===== src/rtl/rat_reduce.sv =====
// Reduces a fraction num/den to lowest terms via binary GCD and two restoring dividers.
// Latency: 2 cycles for zero-numerator/zero-denominator, otherwise at most 4*WIDTH+4 cycles from accept.
// Backpressure: single-entry; in_ready only in IDLE, result held in DONE until out_ready.
// Optional feature: define RAT_REDUCE_SIGN_NORM_EN to treat in_den as two's complement
// and normalise its sign into the numerator so out_den is never negative.
module rat_reduce #(
    parameter int WIDTH = 32
) (
    input  logic             clk,
    input  logic             rst,
    input  logic             in_valid,
    output logic             in_ready,
    input  logic [WIDTH-1:0] in_num,
    input  logic [WIDTH-1:0] in_den,
    output logic             out_valid,
    input  logic             out_ready,
    output logic [WIDTH-1:0] out_num,
    output logic [WIDTH-1:0] out_den,
    output logic             out_div_zero
);

    localparam int CW = $clog2(WIDTH + 1);
    localparam logic [WIDTH-1:0] ONE = {{(WIDTH-1){1'b0}}, 1'b1};

    typedef enum logic [1:0] {IDLE, GCD, DIV, DONE} state_t;

    state_t           state_q, state_d;
    logic             sign_q, sign_d;
    logic             zero_q, zero_d;      // numerator was zero: short-cut to 0/1
    logic             dz_q, dz_d;          // denominator was zero: pass-through
    logic [WIDTH-1:0] mag_q, mag_d;        // |num|
    logic [WIDTH-1:0] den_q, den_d;
    logic [WIDTH-1:0] ga_q, ga_d;          // Stein GCD working operands
    logic [WIDTH-1:0] gb_q, gb_d;
    logic [WIDTH-1:0] g_q, g_d;            // final gcd, divisor for both dividers
    logic [CW-1:0]    k_q, k_d;            // shared power of two
    logic [CW-1:0]    cnt_q, cnt_d;        // divide step counter
    logic [WIDTH-1:0] qn_q, qn_d;          // numerator dividend/quotient shift register
    logic [WIDTH-1:0] rn_q, rn_d;          // numerator partial remainder
    logic [WIDTH-1:0] qd_q, qd_d;
    logic [WIDTH-1:0] rd_q, rd_d;
    logic [WIDTH-1:0] onum_q, onum_d;
    logic [WIDTH-1:0] oden_q, oden_d;
    logic             odz_q, odz_d;

    logic             acc_sign;
    logic [WIDTH-1:0] acc_mag;
    logic [WIDTH-1:0] acc_den;
    logic [2*WIDTH-1:0] num_step;
    logic [2*WIDTH-1:0] den_step;

    // One restoring-division step: shift the next dividend bit into the remainder,
    // subtract the divisor when it fits. The difference is taken modulo 2^WIDTH,
    // which is exact because a fitting remainder is always below the divisor.
    function automatic logic [2*WIDTH-1:0] div_step(input logic [WIDTH-1:0] r,
                                                    input logic [WIDTH-1:0] q,
                                                    input logic [WIDTH-1:0] d);
        logic [WIDTH:0]   sh;
        logic [WIDTH-1:0] diff;
        sh   = {r, q[WIDTH-1]};
        diff = sh[WIDTH-1:0] - d;
        if (sh >= {1'b0, d}) begin
            return {diff, q[WIDTH-2:0], 1'b1};
        end
        return {sh[WIDTH-1:0], q[WIDTH-2:0], 1'b0};
    endfunction

    assign num_step = div_step(rn_q, qn_q, g_q);
    assign den_step = div_step(rd_q, qd_q, g_q);

    assign in_ready     = (state_q == IDLE);
    assign out_valid    = (state_q == DONE);
    assign out_num      = onum_q;
    assign out_den      = oden_q;
    assign out_div_zero = odz_q;

    // Split the incoming fraction into sign and unsigned magnitudes.
    always_comb begin
        acc_sign = in_num[WIDTH-1];
        acc_mag  = acc_sign ? (~in_num + ONE) : in_num;
        acc_den  = in_den;
`ifdef RAT_REDUCE_SIGN_NORM_EN
        if (in_den[WIDTH-1]) begin
            acc_sign = ~acc_sign;
            acc_den  = ~in_den + ONE;
        end
`endif
    end

    // Next-state logic: accept, Stein GCD step, divide step, and result hold.
    always_comb begin
        state_d = state_q;
        sign_d  = sign_q;
        zero_d  = zero_q;
        dz_d    = dz_q;
        mag_d   = mag_q;
        den_d   = den_q;
        ga_d    = ga_q;
        gb_d    = gb_q;
        g_d     = g_q;
        k_d     = k_q;
        cnt_d   = cnt_q;
        qn_d    = qn_q;
        rn_d    = rn_q;
        qd_d    = qd_q;
        rd_d    = rd_q;
        onum_d  = onum_q;
        oden_d  = oden_q;
        odz_d   = odz_q;

        case (state_q)
            IDLE: begin
                if (in_valid) begin
                    sign_d  = acc_sign;
                    mag_d   = acc_mag;
                    den_d   = acc_den;
                    ga_d    = acc_mag;
                    gb_d    = acc_den;
                    k_d     = '0;
                    zero_d  = (in_num == '0);
                    dz_d    = (in_den == '0);
                    state_d = GCD;
                end
            end
            GCD: begin
                if (dz_q) begin
                    onum_d  = sign_q ? (~mag_q + ONE) : mag_q;
                    oden_d  = '0;
                    odz_d   = 1'b1;
                    state_d = DONE;
                end else if (zero_q) begin
                    onum_d  = '0;
                    oden_d  = ONE;
                    odz_d   = 1'b0;
                    state_d = DONE;
                end else if (ga_q == '0 || gb_q == '0) begin
                    g_d     = (ga_q | gb_q) << k_q;
                    cnt_d   = '0;
                    qn_d    = mag_q;
                    rn_d    = '0;
                    qd_d    = den_q;
                    rd_d    = '0;
                    state_d = DIV;
                end else if (!ga_q[0] && !gb_q[0]) begin
                    ga_d = ga_q >> 1;
                    gb_d = gb_q >> 1;
                    k_d  = k_q + CW'(1);
                end else if (!ga_q[0]) begin
                    ga_d = ga_q >> 1;
                end else if (!gb_q[0]) begin
                    gb_d = gb_q >> 1;
                end else if (ga_q >= gb_q) begin
                    // difference of two odd values is even: fold in one halving
                    ga_d = (ga_q - gb_q) >> 1;
                end else begin
                    gb_d = (gb_q - ga_q) >> 1;
                end
            end
            DIV: begin
                rn_d  = num_step[2*WIDTH-1:WIDTH];
                qn_d  = num_step[WIDTH-1:0];
                rd_d  = den_step[2*WIDTH-1:WIDTH];
                qd_d  = den_step[WIDTH-1:0];
                cnt_d = cnt_q + CW'(1);
                if (cnt_q == CW'(WIDTH - 1)) begin
                    onum_d  = sign_q ? (~qn_d + ONE) : qn_d;
                    oden_d  = qd_d;
                    odz_d   = 1'b0;
                    state_d = DONE;
                end
            end
            DONE: begin
                if (out_ready) begin
                    state_d = IDLE;
                end
            end
            default: state_d = IDLE;
        endcase
    end

    // State and datapath registers; reset drops any in-flight work.
    always_ff @(posedge clk) begin
        if (rst) begin
            state_q <= IDLE;
            sign_q  <= 1'b0;
            zero_q  <= 1'b0;
            dz_q    <= 1'b0;
            mag_q   <= '0;
            den_q   <= '0;
            ga_q    <= '0;
            gb_q    <= '0;
            g_q     <= '0;
            k_q     <= '0;
            cnt_q   <= '0;
            qn_q    <= '0;
            rn_q    <= '0;
            qd_q    <= '0;
            rd_q    <= '0;
            onum_q  <= '0;
            oden_q  <= '0;
            odz_q   <= 1'b0;
        end else begin
            state_q <= state_d;
            sign_q  <= sign_d;
            zero_q  <= zero_d;
            dz_q    <= dz_d;
            mag_q   <= mag_d;
            den_q   <= den_d;
            ga_q    <= ga_d;
            gb_q    <= gb_d;
            g_q     <= g_d;
            k_q     <= k_d;
            cnt_q   <= cnt_d;
            qn_q    <= qn_d;
            rn_q    <= rn_d;
            qd_q    <= qd_d;
            rd_q    <= rd_d;
            onum_q  <= onum_d;
            oden_q  <= oden_d;
            odz_q   <= odz_d;
        end
    end

endmodule


===== config.mk =====
export PLATFORM = sky130hd
export DESIGN_NAME = rat_reduce
export DESIGN_NICKNAME = d
export VERILOG_FILES = /design/src/rtl/rat_reduce.sv
export SDC_FILE = /design/constraint.sdc
export NUM_CORES = 1
export LEC_CHECK = 0
export CORE_AREA = 2 2 210 212
export DETAILED_ROUTE_END_ITERATION = 7
export DIE_AREA = 0 0 212 214
export MAX_ROUTING_LAYER = met4
export PLACE_DENSITY = 0.79
export SETUP_SLACK_MARGIN = 0.1
export SYNTH_ARGS = -nofsm -noshare
export SYNTH_HDL_FRONTEND = slang
export SYNTH_SLANG_ARGS = --single-unit

===== constraint.sdc =====
create_clock -name clk -period 9 [get_ports clk]
set_input_delay 2.25 -clock clk [delete_from_list [all_inputs] [get_ports clk]]
set_output_delay 2.25 -clock clk [all_outputs]
set_load 0.005 [all_outputs]

# Word-level counts from Yosys, hierarchy flattened
# Index checks and enable logic that the tools add are counted.
[totals]
register_bits = 370
latchBits = 0
mem_bits_rw = 0
rom_bits = 0
in_bits = 68
output_inout_bits = 67
wordCells = 147
n_memories = 0
[classes]
add_sub_neg = 9
n_mul = 0
div = 0
order_cmp = 3
eq_ne = 18
n_shift = 1
n_mux = 69
bitwise_logic = 6
reduce_logical = 21
[op_table]
columns = ["cell", "n"]
rows = [
  ["32-bit 2-to-1 mux", 34],
  ["32-bit one-hot mux with 2 select lines", 8],
  ["64-bit 2-to-1 mux", 4],
  ["32-bit logical NOT", 4],
  ["32-bit subtractor", 4],
  ["32-bit by 1-bit adder with 32-bit output, second input constant", 3],
  ["32-bit NOT", 3],
  ["33-bit by 32-bit >= comparator with 1-bit output", 2],
  ["6-bit 2-to-1 mux", 8],
  ["32-bit >= comparator", 1],
  ["32-bit OR", 1],
  ["32-bit by 6-bit << shifter with 32-bit output", 1],
  ["6-bit one-hot mux with 2 select lines", 2],
  ["4-bit inequality test, second input constant", 4],
  ["2-bit inequality test, second input constant", 7],
  ["7-bit AND reduction", 2],
  ["6-bit by 1-bit adder with 6-bit output, second input constant", 2],
  ["2-bit 2-to-1 mux", 6],
  ["4-bit AND reduction", 3],
  ["6-bit AND reduction", 2],
  ["2-bit one-hot mux with 4 select lines", 1],
  ["6-bit by 5-bit == test with 1-bit output, second input constant", 1],
  ["3-bit inequality test, second input constant", 2],
  ["1-bit 2-to-1 mux", 5],
  ["13 further kinds", 17],
]

# Depth between registers and ports, before layout
[depth]
ltp_word = 9
ltp_mapped = 22
ltp_nobuf = 20

# Worst setup path after synthesis
# Ideal clock, no wire load.
[synth_timing]
kind = "in2reg"
start = "in in_num[5]"
end = "reg ga_q[30]"
setup_ps = 134
arrival_time_ps = 4554
required_time_ps = 8866
slack_ps = 4312
stages = 10
path_buffers = 0
path_cell_list = "nor4_1 > and2b_1 > nand4_1 > or3_1 > or3_1 > o41ai_2 > xor2_1 > o21ai_0 > a311oi_1 > a211oi_1"
[synth_via]
elab_chain_len = 5
[synth_lines]
columns = ["item", "line_no", "source"]
rows = [
  ["from (decl)", "13", "input logic [WIDTH-1:0] in_num,"],
  ["32-bit NOT", "80", "acc_mag = acc_sign ? (~in_num + ONE) : in_num;"],
  ["32-bit by 1-bit adder with 32-bit output", "80", ""],
  ["32-bit 2-to-1 mux", "80", ""],
  ["32-bit 2-to-1 mux", "113", "if (in_valid) begin"],
  ["32-bit one-hot mux with 2 select lines", "111", "case (state_q)"],
  ["to (signal assigned)", "209", "ga_q <= ga_d;"],
  ["to (decl)", "33", "logic [WIDTH-1:0] ga_q, ga_d;"],
]
# Every way passes these cells. The select of a mux whose other input is x is not followed.
# A chain may end at the register's enable or synchronous reset.

# Worst setup path in the final report
[layout_timing]
start = "reg g_q[1]"
end = "reg onum_q[28], in the netlist out_num[28]"
[layout_via]
elab_chain_len = 8
[layout_lines]
columns = ["item", "line_no", "source"]
rows = [
  ["from (decl)", "35", "logic [WIDTH-1:0] g_q, g_d;"],
  ["from (signal assigned)", "211", "g_q <= g_d;"],
  ["33-bit by 32-bit >= comparator with 1-bit output (*)", "62", "if (sh >= {1'b0, d}) begin"],
  ["1-bit 2-to-1 mux (*)", "62", ""],
  ["64-bit 2-to-1 mux (*)", "65", "return {sh[WIDTH-1:0], q[WIDTH-2:0], 1'b0};"],
  ["32-bit NOT", "166", "onum_d = sign_q ? (~qn_d + ONE) : qn_d;"],
  ["32-bit by 1-bit adder with 32-bit output", "166", ""],
  ["32-bit 2-to-1 mux (*)", "166", ""],
  ["32-bit 2-to-1 mux (*)", "165", "if (cnt_q == CW'(WIDTH - 1)) begin"],
  ["32-bit one-hot mux with 2 select lines (*)", "111", ""],
  ["to (signal assigned)", "218", "onum_q <= onum_d;"],
  ["to (decl)", "42", "logic [WIDTH-1:0] onum_q, onum_d;"],
]
# Every way passes the cells marked *; elsewhere a longest branch is shown, timed or not. The select of a mux whose other input is x is not followed.

==> out/qor.csv <==
stage,metric,value,unit
outcome,status,"finished, violations left",
outcome,failing checks,DRC,
clocking,CTS tree,done,
clocking,TritonCTS Buffers,43,
logic_synthesis,Post-synth ARST share,0,%
clocking,post-CTS setup buffers,0,
power,Pwr Density,387.0,nW/µm²
logic_synthesis,Syn Nets,3578,
timing,setup TNS,0,ps
route,post-route ant nets,0,
timing,clock period minus worst slack,5708,ps
logic_synthesis,Seq cells post-synth,370,
clocking,total clock sinks,370,
timing,Slew @ Worst Pin,1355,ps
logic_synthesis,largest family of logic cells by synthesized area,compound AO/OA/AOI/OAI gates,
floorplan,Core Region,42890,µm²
clocking,cts repair resizes,0,
logic_synthesis,complex-gate fraction of the synthesized area,26.79,%
finish,FILL cells,3677,
setup_path,R2R Setup Slk,3290,ps
global_route,met1 Track Usage GR,47.04,%
floorplan,row count,76,
clocking,clock tree buffer depth,3,
power,Psw,5530,µW
floorplan,I/O pins,135,
floorplan,Starting Density,59.93,%
logic_synthesis,gate count of the mapped netlist,3337,
logic_synthesis,mux contribution to synthesized area,4.513,%
logic_synthesis,"EDFF count, synth",0,
setup_path,type of destination of the critical path,flop,
global_route,vias in the first global route,24420,
power,Pint,5598,µW
timing,final setup violation count,0,
logic_synthesis,Synth Flop Type,dfxtp_1,
global_route,GR Util met2,64.00,%
global_route,total grt overflow,0,
timing,fin crit share,63.42,%
finish,fin cells,3935,
global_route,largest net degree at the start of global routing,238,
clocking,clk_lat worst skew,590,ps
clocking,# hold bufs at CTS,0,
logic_synthesis,post-synth cell types,81,
global_route,total track usage,39.39,%
timing,Final Hold Vio Count,0,
run,max_cap viols,0,
clocking,CTS root buffer,clkbuf_16,
setup_path,CP arrival,6140,ps
logic_synthesis,synthesized area,25700,µm²
route,Pre-antenna DRT Iters,8,
floorplan,die area,45370,µm²
finish,final core utilization,67.06,%
place,port bufs,134,
finish,layout cells sized above 1,5.196,%
route,DR WL/cell,22.45,µm
setup_path,R2R cell count,20,
logic_synthesis,Post-Synth XOR/XNOR Area,6.986,%
power,sequential power share,21.7,%
finish,"commonest non-fill, non-tap cell in the layout",nor2_1,
logic_synthesis,Ys Warns,0,
power,Comb power frac,61.6,%
setup_path,WS Path Type,flop to flop,
global_route,antenna violations before repair,1,
route,WL final,88330,µm
power,P_leak,0.01064,µW
clocking,# H-tree levels,2,
hold_path,worst hold path type,flop to flop,
finish,nets@finish,3558,
finish,area growth from synthesis to layout,11.90,%
logic_synthesis,syn_area_per_cell,7.701,µm²
setup_path,Worst EP required,9430,ps
timing,fmax,0.1752,GHz
finish,Multi-input gate area,16920,µm²
hold_path,hold depth,2,
setup_path,CP max FO,39,
power,peak supply drop,298.4,µV
timing,Slew headroom,9.339,%
timing,Slew Limit Fails,0,
clocking,"Reg clk slew, reported paths",60,ps
route,routed via count,25680,
place,Placer Congestion,0.9747,
power,Clock Power Share,16.7,%
floorplan,chip width,212,µm
timing,clk_skew,21.24,ps
logic_synthesis,sequential share of the synthesized area,28.82,%
global_route,first-pass GRT wire length,137700,µm
finish,Sequential Area,7410,µm²
route,DRC,3,
logic_synthesis,post-synthesis simple-gate area fraction,18.56,%
timing,RSZ-0062 raised after global routing,no,
place,DP Cell Count,3857,
place,post-DP HPWL,65340,µm
power,sw frac,49.70,%
route,initial DRC count,2755,
finish,"commonest cells after routing, fill and taps aside","nor2_1, dfxtp_1, nand2_1",
route,DR vias/cell,6.527,
setup_path,critical path launch point type,flop,
global_route,GR Layer Usage met3,5.527,%
logic_synthesis,Synth Area in Adders,8.539,%
floorplan,die height,214,µm
global_route,GRT Max-Usage Layer,met2,
-- layout make-up --
type,count,share of cell area (%)
antenna,1,0.008702
clock buffer,65,4.516
clock inverter,12,0.7092
inverter,161,2.101
multi-input combinational,2576,58.82
sequential,370,25.77
tap,585,2.545
timing repair buffer,165,5.534
-- worst paths after layout --
check	start	endpoint
max	g_q[1]	out_num[28]
min	out_num[1]	out_num[1]
max reg2reg	g_q[1]	out_num[28]
min reg2reg	out_num[1]	out_num[1]
-- metal layers --
layer,part of all wire [%],vias up
li1,-,12030
met1,40,12320
met2,47,1051
met3,6.8,283
met4,6.1,0
met5,0,-
-- power by group through the flow --
stage                     logic, µW  clock network, µW  registers [µW]
final                          6850               1860            2410
after global routing           7420               1950            2450
after CTS                      6690               1870            2390
after detailed placement       6630                  0            2430
after global placement         6560                  0            2420
after floorplan                4740                  0            2270
-- cell usage after synthesis, types with 38 or more instances --
library cell  instances  area, µm²
dfxtp_1             370       7407
inv_1               159      596.8
a211oi_1            106      795.8
xnor2_1             134       1174
nor3_1               91      455.4
nand2_1             337       1265
xor2_1               71      621.9
o31ai_1              39      292.8
nor2_1              384       1441
a21oi_1             265       1326
mux2i_1              72      720.7
o21ai_0             216       1081
ha_1                169       2115
nand3_1              38      190.2
a22oi_1              97      728.2
nor4_1               48      300.3
clkbuf_1            197      739.5
-- logic make-up after synthesis --
family	Yosys count
AOI/OAI and AO/OA	1038
xor gates and xnor gates	205
adders and majority gates	173
buffers and inverters	391
DFF	370
muxes	99
and+or+nand+nor	1061
-- through the flow --
step	hold WS [ps]	power (µW)	area [µm²]	worst slack (ps)
6_report	457.9	11130	28760	3292
5_1_grt	462.6	11820	28760	2811
4_1_cts	458.6	10960	28760	3351
3_5_place_dp	449.8	9057	27250	3420
3_3_place_gp	443.1	8979	27250	3568
2_1_floorplan	435.7	7012	25700	4312
-- critical path: stages (launching register included) --
cell	delay (ps)
dfxtp_1	420
inv_1	100
ha_1	310
nor2b_1	140
o2111ai_1	270
a311oi_1	190
o31ai_1	410
a21oi_1	210
or2_2	430
inv_1	780
ha_1	310
nand2b_1	70
nand2b_1	210
or2_4	310
nor4_1	460
nand2_1	180
o31ai_1	270
xor2_1	170
a211oi_1	90
a21oi_1	160
nor2_1	60
Note: power is estimated with default switching activity, not from simulation.
